[src/rtl/alu_seq.sv]
// Registered MIPS-style ALU with logical shifts and an iterative shift-add unsigned multiply.
// Single-cycle ops complete in one edge; MULTU occupies the unit for WIDTH further edges.
module alu_seq #(
  parameter  int WIDTH = 32,
  localparam int SHW   = $clog2(WIDTH)
) (
  input  logic             clk,
  input  logic             rst_n,
  input  logic             in_valid,
  output logic             in_ready,
  input  logic [2:0]       op,
  input  logic [WIDTH-1:0] a,
  input  logic [WIDTH-1:0] b,
  output logic             out_valid,
  output logic [WIDTH-1:0] result,
  output logic [WIDTH-1:0] result_hi,
  output logic             zero,
  output logic             carry,
  output logic             overflow
);

  localparam logic [2:0] OP_AND   = 3'b000;
  localparam logic [2:0] OP_OR    = 3'b001;
  localparam logic [2:0] OP_ADD   = 3'b010;
  localparam logic [2:0] OP_MULTU = 3'b011;
  localparam logic [2:0] OP_SLL   = 3'b100;
  localparam logic [2:0] OP_SRL   = 3'b101;
  localparam logic [2:0] OP_SUB   = 3'b110;
  localparam logic [2:0] OP_SLT   = 3'b111;

  typedef enum logic {IDLE, MUL} state_t;

  state_t               state, state_next;
  logic [WIDTH-1:0]     mcand, mplier;
  logic [2*WIDTH-1:0]   acc, acc_step;
  logic [WIDTH:0]       partial;
  logic [SHW:0]         cnt;
  logic [WIDTH:0]       sum, diff;
  logic [WIDTH-1:0]     alu_res;
  logic                 alu_carry, alu_ovf;
  logic                 load_mul, step, done_single, done_mul;

  assign sum  = {1'b0, a} + {1'b0, b};
  assign diff = {1'b0, a} - {1'b0, b};

  always_comb begin
    alu_res   = '0;
    alu_carry = 1'b0;
    alu_ovf   = 1'b0;
    case (op)
      OP_AND: alu_res = a & b;
      OP_OR:  alu_res = a | b;
      OP_ADD: begin
        alu_res   = sum[WIDTH-1:0];
        alu_carry = sum[WIDTH];
        alu_ovf   = (a[WIDTH-1] == b[WIDTH-1]) && (sum[WIDTH-1] != a[WIDTH-1]);
      end
      OP_SLL: alu_res = a << b[SHW-1:0];
      OP_SRL: alu_res = a >> b[SHW-1:0];
      OP_SUB: begin
        // carry reports no-borrow, i.e. a >= b unsigned
        alu_res   = diff[WIDTH-1:0];
        alu_carry = ~diff[WIDTH];
        alu_ovf   = (a[WIDTH-1] != b[WIDTH-1]) && (diff[WIDTH-1] != a[WIDTH-1]);
      end
      OP_SLT: alu_res = {{(WIDTH-1){1'b0}}, ($signed(a) < $signed(b))};
      default: alu_res = '0;
    endcase
  end

  // One shift-add step: the carry out of the upper half shifts back in as the new MSB
  assign partial  = {1'b0, acc[2*WIDTH-1:WIDTH]} + (mplier[0] ? {1'b0, mcand} : '0);
  assign acc_step = {partial, acc[WIDTH-1:1]};

  always_ff @(posedge clk or negedge rst_n) begin
    if (!rst_n) state <= IDLE;
    else        state <= state_next;
  end

  always_comb begin
    state_next  = state;
    in_ready    = 1'b0;
    load_mul    = 1'b0;
    step        = 1'b0;
    done_single = 1'b0;
    done_mul    = 1'b0;
    case (state)
      IDLE: begin
        in_ready = 1'b1;
        if (in_valid) begin
          if (op == OP_MULTU) begin
            load_mul   = 1'b1;
            state_next = MUL;
          end else begin
            done_single = 1'b1;
          end
        end
      end
      MUL: begin
        step = 1'b1;
        if (cnt == (SHW+1)'(1)) begin
          done_mul   = 1'b1;
          state_next = IDLE;
        end
      end
      default: state_next = IDLE;
    endcase
  end

  always_ff @(posedge clk or negedge rst_n) begin
    if (!rst_n) begin
      mcand     <= '0;
      mplier    <= '0;
      acc       <= '0;
      cnt       <= '0;
      out_valid <= 1'b0;
      result    <= '0;
      result_hi <= '0;
      zero      <= 1'b0;
      carry     <= 1'b0;
      overflow  <= 1'b0;
    end else begin
      out_valid <= done_single | done_mul;
      if (load_mul) begin
        mcand  <= a;
        mplier <= b;
        acc    <= '0;
        cnt    <= (SHW+1)'(WIDTH);
      end
      if (step) begin
        acc    <= acc_step;
        mplier <= mplier >> 1;
        cnt    <= cnt - 1'b1;
      end
      if (done_single) begin
        result    <= alu_res;
        result_hi <= '0;
        zero      <= (alu_res == '0);
        carry     <= alu_carry;
        overflow  <= alu_ovf;
      end
      if (done_mul) begin
        {result_hi, result} <= acc_step;
        zero     <= (acc_step == '0);
        carry    <= 1'b0;
        overflow <= 1'b0;
      end
    end
  end

endmodule

[config.mk]
export PLATFORM = sky130hd
export DESIGN_NAME = alu_seq
export DESIGN_NICKNAME = d
export VERILOG_FILES = /design/src/rtl/alu_seq.sv
export SDC_FILE = /design/constraint.sdc
export NUM_CORES = 1
export LEC_CHECK = 0
export CAP_MARGIN = 20
export CORE_UTILIZATION = 30
export DETAILED_ROUTE_END_ITERATION = 6
export GPL_ROUTABILITY_DRIVEN = 0
export PLACE_DENSITY = 0.48
export SYNTH_ARGS = -nofsm -noshare
export SYNTH_HDL_FRONTEND = slang
export SYNTH_SLANG_ARGS = --single-unit
[constraint.sdc]
create_clock -name clk -period 11 [get_ports clk]
set_input_delay 2.2 -clock clk [delete_from_list [all_inputs] [get_ports clk]]
set_output_delay 2.2 -clock clk [all_outputs]
set_load 0.01 [all_outputs]
==> results.cfg <==
[status]
outcome = complete, but fails checks
violations = design-rule violations

[yosys]
ys_seq_area_frac = 0.265
synthArstFlopShare = 1.00
synth.top_cell.area_share = 0.265
synth_compound_area_frac = 0.226
syn-instance-count = 2368
synth_top_family_by_area = compound AO/OA/AOI/OAI gates
synthSimpleGateAreaFrac = 0.205
synth-edff-count = 0
synth_cell_types = 96
avgSynthCellArea_um2 = 8.07
synthTopCellsByArea = dfrtp_1 (26%), ha_1 (8.8%), nand2_1 (6.5%)
synth_ff_type = dfrtp_1
synth.net_count = 2575
synth_fa_ha_area_frac = 0.0909
yosys_warnings = 0
ys_seq_elements = 202
synth_mux_area_frac = 0.132
synth.cell_area_um2 = 19100
synth-xor-area-share = 0.0243
yosys.area.top_type = dfrtp_1

[critical_path]
arrival_ns = 7.41
r2r-start = mplier[0]
cpPeakStageDelay_ns = 0.78
path_cells = buf_2 -> buf_4 -> inv_2 -> ha_1 -> nor2b_1 -> o221ai_1 -> a2111oi_1 -> nor4b_1 -> or3_1 -> nor2_1 -> nor2_1 -> nand3b_1 -> o21ai_0 -> or4_1 -> nor4_2 -> a211o_1
slowest_stage = a2111oi_1
crit_family = simple AND/OR/NAND/NOR gates
worst-path-buf-inv = 3
crit_start = b[2]
crit_path_start_kind = input pin
worstPathRequired_ns = 11.51
path_class = in2reg
cp_max_fo = 63
path_common_cell = nor2_1
end_kind = register

[floorplan]
dieWidth_um = 254
initial_core_util = 0.303
ioPinCount = 139
die-area_um2 = 64700
rows = 92
core_area_um2 = 63000
fp.dieH_um = 254

[drt]
wl_per_cell_um = 24.4
drc = 1
drt_wl_total_um = 80100
drt_iter0_drc = 2058
antenna_left = 0
vias = 19100
firstDrtPassIters = 7
drt-vias-per-instance = 5.81

[job]
drv_cap = 0

[power]
p_seq_frac = 0.320
ir_drop_uv = 133
p_per_area_nw_per_um2 = 186
swShare = 0.427
p_comb_frac = 0.462
p_leak_nw = 9.59
pwr-share-clk = 0.218
switchingPower_mw = 1.75
p_int_mw = 2.35

[clocking]
postCtsSetupBuffers = 0
hold_buffers = 0
htreeDepth = 1
cts_tree = built
clkSinkCount = 202
clock_latency_ns = 0.60
cts-buffers-inserted = 27
cts_max_path_buffers = 3
root_buffer = clkbuf_16
clk_pin_slew_ns = 0.06
cts.repair.resized = 0

[sta]
drv_slew = 0
fin_skew_ns = 0.0270
finalWorstSetupSlack_ns = 4.10
tightestPinTransition_ns = 1.09
min_period_ns = 6.90
rsz0062_at_grt = false
hold_viol = 0
setup_violations = 0
period_share = 0.627
fmax_mhz = 145
relSlewSlack = 0.256
finalSetupTns_ns = 0

[place]
dp_cells = 3228
dp_slack_ns = 3.63
port_buffers = 138
hpwl_um = 59600

[cells_and_area]
n_fill_cell = 6612
diodes = 0
finalNonFillerCells = 3279
nets = 2619
drive_above_1_share = 0.0912
area_growth_pct = 15.3

[global_routing]
antenna_found_initial = 2
first_global_vias = 18300
grt_max_degree = 106
globalRouteTotalUtil = 0.246
grt_pass1_wl_um = 120000
grt_remaining_overflow = 0

[min_path]
worstHoldStart = mplier[10]
hold_path.class = reg2reg
[cells in the final DEF, fill, tap and decap left out, drive strengths merged, types with 10 or more instances in the layout]
cell,count
o31ai,12
a21o,28
buf,42
and3,11
ha,134
nor3,43
a311oi,10
xnor2,37
a211o,14
o211ai,23
a221oi,12
clkbuf,41
o21ai,214
a21oi,139
o21bai,11
nor4,26
dfrtp,202
nand3,86
o22ai,30
xor2,16
mux2i,94
nor2,169
or2,15
a31oi,41
a211oi,22
nor2b,24
mux4,32
nand4,22
o21a,14
o221ai,10
nand2,332
and2,43
nand2b,20
mux2,72
clkdlybuf4s50,132
inv,109
[metrics by stage]
step                power (mW)  hold slack [ns]  utilization  area [um^2]
floorplan                 2.40            0.448            -        19100
global placement          3.18            0.465        0.336        21100
detailed placement        3.21            0.473        0.336        21100
CTS                       4.12            0.489        0.350        22000
global route              4.39            0.512        0.350        22000
finish                    4.09            0.480        0.350        22000
[path summary, 6_finish.rpt]
check	slack, ns	end	depth (start not counted)
setup / recovery	4.10	zero	16
hold / removal	0.48	mplier[9]	2
setup reg to reg	5.28	zero	16
hold reg to reg	0.48	mplier[9]	2
max in group asynchronous	7.82	state	2
min in group asynchronous	1.64	mplier[1]	1
[metal layers]
metal,up-vias,wire length [um],GRT usage
met5,-,13,0
li1,8713,-,-
met1,9228,33700,0.327
met3,211,6330,0.0424
met4,2,4230,0.117
met2,899,35800,0.385
[flip-flops by register name (all words and copies together) (netlist names)]
name / flops
result_hi: 32
mcand: 32
zero: 1
cnt: 6
mplier: 32
out_valid: 1
acc: 63
state: 1
carry: 1
overflow: 1
result: 32
[worst min-delay path, cell delays in order (launching register included)]
cell and delay [ns]:
dfrtp_1 0.34, nand2_1 0.05, o21ai_0 0.06
[cells by family after synthesis]
family	after synthesis
xor+xnor	53
buf+inv	267
flops	202
simple gates	837
mux	198
fa+ha+maj	137
compound gates	674
[synth_stat cells (all sizes together) (23+ instances only)]
cell type	count
mux2	72
o21ai	214
dfrtp	202
mux4	32
buf	49
nor2b	24
ha	134
xnor2	37
inv	107
nand3	86
mux2i	94
a31oi	41
a21o	28
o211ai	23
nand2	332
and2	43
a21oi	139
nor3	43
o22ai	30
clkbuf	110
nor4	26
nor2	169
[area by class of cell]
| cell class | instances | area, um^2 | area share |
|---|---|---|---|
| inverters | 108 | 405 | 0.0184 |
| clock inverters | 9 | 93.8 | 0.00426 |
| repair buffers | 174 | 1630 | 0.0741 |
| multi-input cells | 1899 | 13000 | 0.590 |
| well taps | 846 | 1060 | 0.0481 |
| flip-flops and latches | 202 | 5060 | 0.230 |
| clock buffers | 41 | 788 | 0.0358 |
[power groups by stage]
stage / Combinational (mW) / Sequential, mW / Clock, mW
after global routing: 2.08 / 1.36 / 0.950
after global placement: 1.86 / 1.32 / 0
after floorplan: 1.13 / 1.26 / 0
after detailed placement: 1.88 / 1.33 / 0
after CTS: 1.89 / 1.32 / 0.918
final: 1.89 / 1.31 / 0.891
No activity file was read; power rests on OpenSTA's default activity.
